===== config.mk =====
export PLATFORM = sky130hd
export DESIGN_NAME = packed_cmd_arbiter
export DESIGN_NICKNAME = d
export VERILOG_FILES = /design/src/rtl/packed_cmd_arbiter_pkg.sv /design/src/rtl/packed_cmd_rr_select.sv /design/src/rtl/packed_cmd_arbiter.sv
export SDC_FILE = /design/constraint.sdc
export NUM_CORES = 1
export LEC_CHECK = 0
export CORE_ASPECT_RATIO = 1.25
export CORE_UTILIZATION = 31
export CTS_CLUSTER_SIZE = 28
export DETAILED_ROUTE_END_ITERATION = 12
export PLACE_DENSITY = 0.88
export REMOVE_ABC_BUFFERS = 1
export SKIP_CTS_REPAIR_TIMING = 1
export SYNTH_ARGS = -nofsm -noshare
export SYNTH_HDL_FRONTEND = slang
export SYNTH_HIERARCHICAL = 1
export SYNTH_SLANG_ARGS = --single-unit

===== constraint.sdc =====
create_clock -name clk_i -period 3.9 [get_ports clk_i]
set_input_delay 0.39 -clock clk_i [delete_from_list [all_inputs] [get_ports clk_i]]
set_output_delay 0.39 -clock clk_i [all_outputs]
set_load 0.02 [all_outputs]

===== src/rtl/packed_cmd_arbiter_pkg.sv =====
// Shared types for the packed-command arbiter: FSM encodings and the
// {write_not_read, addr, data} command layout reused by the packer blocks.
package packed_cmd_arbiter_pkg;

  localparam int cmd_we_w_lp   = 1;
  localparam int cmd_addr_w_lp = 23;
  localparam int cmd_data_w_lp = 8;
  localparam int cmd_w_lp      = cmd_we_w_lp + cmd_addr_w_lp + cmd_data_w_lp;

  typedef struct packed {
    logic                     write_not_read;
    logic [cmd_addr_w_lp-1:0] addr;
    logic [cmd_data_w_lp-1:0] data;
  } packed_cmd_s;

  typedef logic [1:0] state_t;

  localparam state_t e_idle      = 2'd0;
  localparam state_t e_read_wait = 2'd1;
  localparam state_t e_read_err  = 2'd2;

  function automatic logic cmd_is_write(input logic [cmd_w_lp-1:0] cmd);
    packed_cmd_s c;
    c = packed_cmd_s'(cmd);
    return c.write_not_read;
  endfunction

endpackage


===== src/rtl/packed_cmd_rr_select.sv =====
// Round-robin pick: first asserted valid at or after ptr, wrapping.
// Purely combinational; returns both one-hot and binary forms of the grant.
module packed_cmd_rr_select #(
  parameter int num_req_p = 2,
  localparam int idx_w_lp = $clog2(num_req_p)
) (
  input  logic [num_req_p-1:0] valid,
  input  logic [idx_w_lp-1:0]  ptr,
  output logic [num_req_p-1:0] grant_oh,
  output logic [idx_w_lp-1:0]  grant_idx
);

  logic                found;
  logic [idx_w_lp-1:0] cand;

  always_comb begin
    grant_oh  = '0;
    grant_idx = '0;
    found     = 1'b0;
    cand      = '0;
    for (int i = 0; i < num_req_p; i++) begin
      cand = idx_w_lp'((int'(ptr) + i) % num_req_p);
      if (!found && valid[cand]) begin
        found           = 1'b1;
        grant_oh[cand]  = 1'b1;
        grant_idx       = cand;
      end
    end
  end

endmodule


===== src/rtl/packed_cmd_arbiter.sv =====
// Arbitrates packed commands from several requesters onto one downstream
// channel, allowing a single outstanding read with a response timeout.
//
// state       | meaning
// e_idle      | forwarding commands round-robin; any response here is stray
// e_read_wait | read issued for owner, waiting for downstream response
// e_read_err  | read timed out, offering err_data_p to owner
module packed_cmd_arbiter
  import packed_cmd_arbiter_pkg::*;
#(
  parameter int          num_req_p  = 2,
  parameter int          timeout_p  = 1024,
  parameter logic [31:0] err_data_p = 32'hDEAD_0BAD,
  localparam int         idx_w_lp   = $clog2(num_req_p),
  localparam int         tmr_w_lp   = $clog2(timeout_p + 1)
) (
  input  logic                    clk_i,
  input  logic                    reset_i,
  input  logic [32*num_req_p-1:0] req_data_i,
  input  logic [num_req_p-1:0]    req_v_i,
  output logic [num_req_p-1:0]    req_ready_o,
  output logic [31:0]             resp_data_o,
  output logic [num_req_p-1:0]    resp_v_o,
  input  logic [num_req_p-1:0]    resp_ready_i,
  output logic [31:0]             data_o,
  output logic                    v_o,
  input  logic                    ready_i,
  input  logic [31:0]             data_i,
  input  logic                    v_i,
  output logic                    ready_o,
  output logic                    timeout_o,
  output logic                    stray_o
);

  state_t               state_r;
  logic [idx_w_lp-1:0]  rr_ptr_r;
  logic [idx_w_lp-1:0]  owner_r;
  logic [idx_w_lp-1:0]  grant_idx;
  logic [num_req_p-1:0] grant_oh;
  logic [num_req_p-1:0] owner_oh;
  logic [tmr_w_lp-1:0]  timer_r;
  logic                 timeout_r;
  logic                 stray_r;
  logic [31:0]          req_cmd [num_req_p];

  for (genvar g = 0; g < num_req_p; g++) begin : g_cmd
    assign req_cmd[g] = req_data_i[g*32 +: 32];
  end

  packed_cmd_rr_select #(.num_req_p(num_req_p)) u_rr_select (
    .valid     (req_v_i),
    .ptr       (rr_ptr_r),
    .grant_oh  (grant_oh),
    .grant_idx (grant_idx)
  );

  assign data_o    = req_cmd[grant_idx];
  assign owner_oh  = {{(num_req_p-1){1'b0}}, 1'b1} << owner_r;
  assign timeout_o = timeout_r;
  assign stray_o   = stray_r;

  // Handshake outputs are forced quiet while reset is held.
  always_comb begin
    v_o         = 1'b0;
    req_ready_o = '0;
    resp_v_o    = '0;
    resp_data_o = data_i;
    ready_o     = 1'b0;
    if (!reset_i) begin
      unique case (state_r)
        e_idle: begin
          v_o         = |req_v_i;
          req_ready_o = grant_oh & {num_req_p{ready_i}};
          ready_o     = 1'b1;
        end
        e_read_wait: begin
          resp_v_o = owner_oh & {num_req_p{v_i}};
          ready_o  = resp_ready_i[owner_r];
        end
        e_read_err: begin
          resp_data_o = err_data_p;
          resp_v_o    = owner_oh;
          ready_o     = 1'b1;
        end
        default: ;
      endcase
    end
  end

  always_ff @(posedge clk_i) begin
    if (reset_i) begin
      state_r   <= e_idle;
      rr_ptr_r  <= '0;
      owner_r   <= '0;
      timer_r   <= '0;
      timeout_r <= 1'b0;
      stray_r   <= 1'b0;
    end else begin
      unique case (state_r)
        e_idle: begin
          if (v_i) stray_r <= 1'b1;
          if (v_o && ready_i) begin
            rr_ptr_r <= (grant_idx == idx_w_lp'(num_req_p - 1)) ? '0
                                                                : grant_idx + idx_w_lp'(1);
            if (!cmd_is_write(data_o)) begin
              owner_r <= grant_idx;
              timer_r <= '0;
              state_r <= e_read_wait;
            end
          end
        end
        e_read_wait: begin
          // A response landing on the terminal cycle beats the timeout.
          if (v_i && ready_o) begin
            state_r <= e_idle;
          end else if (timer_r == tmr_w_lp'(timeout_p - 1)) begin
            state_r   <= e_read_err;
            timeout_r <= 1'b1;
          end else if (timer_r != '1) begin
            timer_r <= timer_r + tmr_w_lp'(1);
          end
        end
        e_read_err: begin
          if (resp_ready_i[owner_r]) state_r <= e_idle;
        end
        default: state_r <= e_idle;
      endcase
    end
  end

endmodule


==> flow_metrics.env, run 1 <==
export IMPL_status="finished clean"
export IMPL_ir_drop_v=0.000131
export IMPL_initial_core_util_pct=32.1
export IMPL_pin_count=176
export IMPL_diodes=0
export IMPL_setup_tns_ns=0
export IMPL_relSlewSlack_pct=51.9
export IMPL_drive_gt1_share_pct=13.6
export IMPL_dr_first_iter_drc_count=84
export IMPL_area_growth_pct=114
export IMPL_synth_warnings=6
export IMPL_rsz0062_at_grt="no"
export IMPL_finalCritPeriodShare_pct=78.9
export IMPL_netlist_cell_type_count=44
export IMPL_fp_dieH_um=83.1
export IMPL_ant_nets=0
export IMPL_die_area_sq_um=5550
export IMPL_intPower_mw=0.501
export IMPL_dr_pass1_iters=6
export IMPL_fin_crit_ns=3.08
export IMPL_p_sw_share_pct=33.2
export IMPL_finalHoldViolCount=0
export IMPL_p_switching_mw=0.249
export IMPL_cts_tree="yes"
export IMPL_clock_sinks=17
export IMPL_synth_area_leaders="mux2_2, dfxtp_1, nand2b_1, and2_1, ha_1"
export IMPL_clkPwrFrac_pct=18.1
export IMPL_yosysSeqAreaShare_pct=20.9
export IMPL_power_density_nw_per_um2=215
export IMPL_grt_usage_pct=23.0
export IMPL_drc=0
export IMPL_pwr_share_comb_pct=57.2
export IMPL_globalplace_congestion=0.825
export IMPL_wl_um=6560
export IMPL_worst_endpoint_required_ns=3.51
export IMPL_leakage_nw=1.33
export IMPL_hp_class="flip-flop to flip-flop"
export IMPL_setup_viol=0
export IMPL_syn_avg_cell_area_sq_um=8.57
export IMPL_cp_start_kind="primary input"
export IMPL_synthCells=190
export IMPL_clk_pin_slew_worst_paths_ns=0.07
export IMPL_nFillCells=431
export IMPL_port_buffers=175
export IMPL_grt_pass1_wl_um=9850
export IMPL_mappedNetlistArea_sq_um=1630
export IMPL_finClkSkew_ns=0.00217
export IMPL_max_freq_mhz=325
export IMPL_crit_fanout=23
export IMPL_ys_ff_latch=17
export IMPL_coreArea_sq_um=5080
export IMPL_path_class="primary input to output port"
export IMPL_grt_start_max_net_pins=25
export IMPL_maxCapViolations=0
export IMPL_clock_latency_ns=0.26
export IMPL_wl_per_cell_um=15.5
export IMPL_critPathCaptureType="output port"
export IMPL_die_x_um=66.8
export IMPL_vias=2123
export IMPL_max_slew_worst_pin_slew_ns=0.721
export IMPL_synth_top_cell_area_share_pct=21.4
export IMPL_overflow=0
export IMPL_cts_buffer_depth=2
export IMPL_dp_slack_ns=0.815
export IMPL_clock_root_buffer="clkbuf_8"
export IMPL_antenna_found_initial=0
export IMPL_grt_pass1_vias=2124
export IMPL_hpwlAfterDp_um=5440
export IMPL_drv_slew=0
export IMPL_avgViaCountPerCell=5.02
export IMPL_rows=29
export IMPL_nNetsFinal=471
export IMPL_worst_slack_ns=0.822
export IMPL_cts_max_level=1
export IMPL_worstPathArrival_ns=2.69
export IMPL_synth_top_area_cell="mux2_2"
export IMPL_numCtsBuffers=3
export IMPL_seqPwrFrac_pct=24.7
logic make-up (layout without fill, tap and decap cells):
kind of cell,after synthesis,in the layout,synth area share (%)
buf+inv,15,186,3.99
simple gates,83,83,29.1
mux,37,37,25.4
flops,17,17,20.9
compound gates,33,33,16.7
fa+ha+maj,5,5,3.84
state kept, by name (all words and copies together) (netlist names):
name,flops
owner_r,1
rr_ptr_r,1
state_r,2
stray_o,1
timeout_o,1
timer_r,11
cell usage in the layout (no fill, tap or decap), drive strengths merged, types with 2 or more instances in the layout:
cell type and n:
and2 14, clkdlybuf4s50 175, and3 6, ha 5
clkbuf 4, nor2 12, inv 4, o211ai 4
a21oi 8, nor3b 2, nand4 3, a311oi 2
buf 3, dfxtp 17, a31o 2, mux2i 5
nand2b 20, mux2 32, nand2 8, o41ai 2
a21boi 4, o21ai 4, nand3 7, or2 3
final timing paths:
| check | slack [ns] | start | end | cells past startpoint |
|---|---|---|---|---|
| min reg2reg | 0.48 | timeout_o | timeout_o | 2 |
| max reg2reg | 1.36 | rr_ptr_r | timer_r[2] | 7 |
| min | 0.48 | timeout_o | timeout_o | 2 |
| max | 0.82 | req_v_i[1] | data_o[8] | 5 |
layout make-up:
type                            instances  area (sq um)  area share [%]
Multi-Input combinational cell        158          1230            35.4
Inverter                                4          15.0           0.431
Sequential cell                        17           340            9.76
Clock buffer                            4          45.0            1.29
Tap cell                               62          77.6            2.22
Timing Repair Buffer                  178          1770            50.9
through the flow:
stage	hold WS (ns)	power, mW	util (%)	instance area [sq um]	cells
final	0.477	0.750	68.6	3490	423
after global routing	0.500	0.784	68.6	3490	423
after CTS	0.479	0.751	68.6	3490	423
after detailed placement	0.461	0.616	67.8	3440	419
after global placement	0.451	0.610	67.8	3440	419
after floorplan	0.430	0.386	-	1580	179
cell usage after synthesis:
cell type and number:
a31o_2 1, nand2_1 8, buf_1 3, nor4bb_1 1
and3_1 6, a21boi_0 1, or3b_1 1, clkbuf_1 6
nand2b_1 20, nand3_1 7, a21boi_2 1, mux2_2 31
a32o_1 1, mux2i_1 5, or2_2 3, nor2_1 12
a311oi_2 2, o21a_1 1, a211oi_2 1, inv_1 4
o21ai_0 4, o41ai_1 2, buf_2 1, nor4b_1 1
a22oi_1 1, mux2_4 1, a21oi_1 8, buf_6 1
dfxtp_1 17, and4_1 1, o21bai_1 1, a31o_4 1
a22o_1 1, nand4_1 3, nor2b_1 1, and2_1 14
nand3b_1 1, o211ai_1 4, nor4_1 1, o31ai_4 1
ha_1 5, nor3_1 1, a21boi_1 2, nor3b_1 2
routing by layer:
| layer | track usage (%) | share of wire, % |
|---|---|---|
| met5 | 0 | 0 |
| met4 | 6.38 | 1.8 |
| met3 | 6.32 | 8.8 |
| met2 | 42.4 | 51 |
| met1 | 24.6 | 38 |
critical path: stages:
cell and delay (ns):
clkdlybuf4s50_1 0.58, a21boi_4 0.42, buf_4 0.36, mux2_2 0.38, clkdlybuf4s50_1 0.54
power groups by stage:
stage	Combinational (mW)	Sequential [mW]	Clock (mW)
6_report	0.428	0.185	0.136
3_3_place_gp	0.421	0.189	0
2_1_floorplan	0.197	0.189	0
3_5_place_dp	0.427	0.189	0
5_1_grt	0.454	0.186	0.144
4_1_cts	0.431	0.185	0.135
Note: power is estimated with default switching activity, not from simulation.
==> run 2: changes to the inputs <==
- CORE_UTILIZATION: 31 -> 29
- PLACE_DENSITY: 0.88 -> 0.83
- clock period: 3.9 -> 3 ns (I/O delays scaled with it)
==> flow_metrics.env, run 2 (same netlist as run 1, synthesis figures left out) <==
export IMPL_status="finished clean"
export IMPL_intPower_mw=0.657
export IMPL_worst_r2r_path_depth=7
export IMPL_power_density_nw_per_um2=279
export IMPL_globalplace_congestion=0.899
export IMPL_r2r_end="timer_r[2]"
export IMPL_nNetsFinal=474
export IMPL_crit_chain="clkdlybuf4s50_1 -> a21boi_4 -> buf_4 -> mux2_2 -> clkdlybuf4s50_1"
export IMPL_die_area_sq_um=5920
export IMPL_finalHoldViolCount=0
export IMPL_nFillCells=459
export IMPL_clock_latency_ns=0.25
export IMPL_hpwlAfterDp_um=5460
export IMPL_total_power_mw=0.979
export IMPL_top_register="timer_r"
export IMPL_path_class="primary input to output port"
export IMPL_diodes=0
export IMPL_largest_reg_flops=11
export IMPL_slowest_stage="clkdlybuf4s50_1"
export IMPL_die_x_um=69.0
export IMPL_cts_buffer_depth=2
export IMPL_ir_drop_v=0.000142
export IMPL_finClkSkew_ns=0.00161
export IMPL_avgViaCountPerCell=4.91
export IMPL_cts_max_level=1
export IMPL_wl_per_cell_um=15.4
export IMPL_area_growth_pct=116
export IMPL_worst_endpoint_required_ns=2.70
export IMPL_min_to="timer_r[10]"
export IMPL_seqPwrFrac_pct=24.6
export IMPL_ant_nets=0
export IMPL_grt_pass1_wl_um=9940
export IMPL_clkPwrFrac_pct=17.3
export IMPL_p_sw_share_pct=32.9
export IMPL_numCtsBuffers=3
export IMPL_final_common_cell="clkdlybuf4s50_1"
export IMPL_drv_slew=0
export IMPL_relSlewSlack_pct=64.6
export IMPL_grt_pass1_vias=2019
export IMPL_regToRegStartpoint="state_r[0]"
export IMPL_coreArea_sq_um=5410
export IMPL_cp_start_kind="primary input"
export IMPL_hold_depth=1
export IMPL_rows=30
export IMPL_fin_crit_ns=2.60
export IMPL_port_buffers=175
export IMPL_dr_first_iter_drc_count=112
export IMPL_drive_gt1_share_pct=14.3
export IMPL_placed_area_sq_um=3470
export IMPL_fin_cells=428
export IMPL_worstPathArrival_ns=2.30
export IMPL_setup_viol=0
export IMPL_clock_root_buffer="clkbuf_8"
export IMPL_pin_count=176
export IMPL_cts_tree="yes"
export IMPL_finalCritPeriodShare_pct=86.8
export IMPL_fp_dieH_um=85.8
export IMPL_vias=2102
export IMPL_max_freq_mhz=384
export IMPL_hold_start="timer_r[10]"
export IMPL_hp_class="flip-flop to flip-flop"
export IMPL_antenna_found_initial=0
export IMPL_cp_common_cell="clkdlybuf4s50_1"
export IMPL_stdcell_area_sq_um=3510
export IMPL_grt_usage_pct=20.9
export IMPL_critPathCaptureType="output port"
export IMPL_leakage_nw=1.34
export IMPL_crit_fanout=15
export IMPL_grt_start_max_net_pins=33
export IMPL_dr_pass1_iters=8
export IMPL_clk_pin_slew_worst_paths_ns=0.06
export IMPL_wl_um=6590
export IMPL_maxCapViolations=0
export IMPL_p_switching_mw=0.322
export IMPL_r2r_slack_ns=0.73
export IMPL_drc=0
export IMPL_clock_sinks=17
export IMPL_largestRegisters="timer_r x11, state_r x2"
export IMPL_initial_core_util_pct=30.1
export IMPL_place_inst=424
export IMPL_rsz0062_at_grt="no"
export IMPL_overflow=0
export IMPL_slowest_delay_ns=0.59
export IMPL_final_cell_mix="clkdlybuf4s50_1, mux2_2, nand2b_1, dfxtp_1, and2_1"
export IMPL_max_slew_worst_pin_slew_ns=0.527
export IMPL_pwr_share_comb_pct=58.0
-- run 2: cell types whose count changed in the layout (fill, tap and decap cells not counted) --
cell | before | now
buf_4 | 3 | 6
-- run 2: worst max-delay path: cells and delay by family --
kind / cells / cell delay, ns
buffers and inverters: 3 / 1.38
AO/OA/AOI/OAI: 1 / 0.27
multiplexers: 1 / 0.35
-- run 2: final cells by class --
type,count,area (sq um),share of cell area (%)
clock buffers,4,45.0,1.28
flip-flops and latches,17,340,9.69
repair buffers,181,1800,51.2
well taps,64,80.1,2.28
inverters,4,15.0,0.428
multi-input cells,158,1230,35.2
-- run 2: routing by layer --
metal	vias up	share of wire, %	track usage [%]
li1	1032	-	-
met1	947	39	23.9
met2	117	51	38.7
met3	6	9.6	5.17
met4	0	0.88	5.38
met5	-	0	0
-- run 2: worst max path at each step --
stage          startpoint         end  slack (ns)  cells after the start
2_1_floorplan    rr_ptr_r  timer_r[2]       -0.52                      7
6_report       req_v_i[1]   data_o[5]        0.40                      5
5_1_grt        req_v_i[1]   data_o[2]        0.30                      5
4_1_cts        req_v_i[1]   data_o[8]        0.40                      5
3_3_place_gp   req_v_i[1]  data_o[29]        0.41                      5
3_5_place_dp   req_v_i[1]  timer_r[5]        0.40                      7
-- run 2: stage by stage --
| step | hold slack, ns | setup TNS [ns] | utilization, % | setup slack (ns) |
|---|---|---|---|---|
| 4_1_cts | 0.476 | 0 | 65.0 | 0.396 |
| 6_report | 0.469 | 0 | 65.0 | 0.397 |
| 2_1_floorplan | 0.365 | -4.43 | - | -0.520 |
| 3_5_place_dp | 0.458 | 0 | 64.1 | 0.399 |
| 5_1_grt | 0.495 | 0 | 65.0 | 0.300 |
| 3_3_place_gp | 0.452 | 0 | 64.1 | 0.410 |
-- run 2: power by group through the flow --
stage                     Clock (mW)  Combinational (mW)  Sequential (mW)
after floorplan                    0               0.256            0.246
after global placement             0               0.561            0.245
after detailed placement           0               0.565            0.246
after CTS                      0.172               0.570            0.241
after global routing           0.186               0.603            0.242
final                          0.170               0.568            0.241
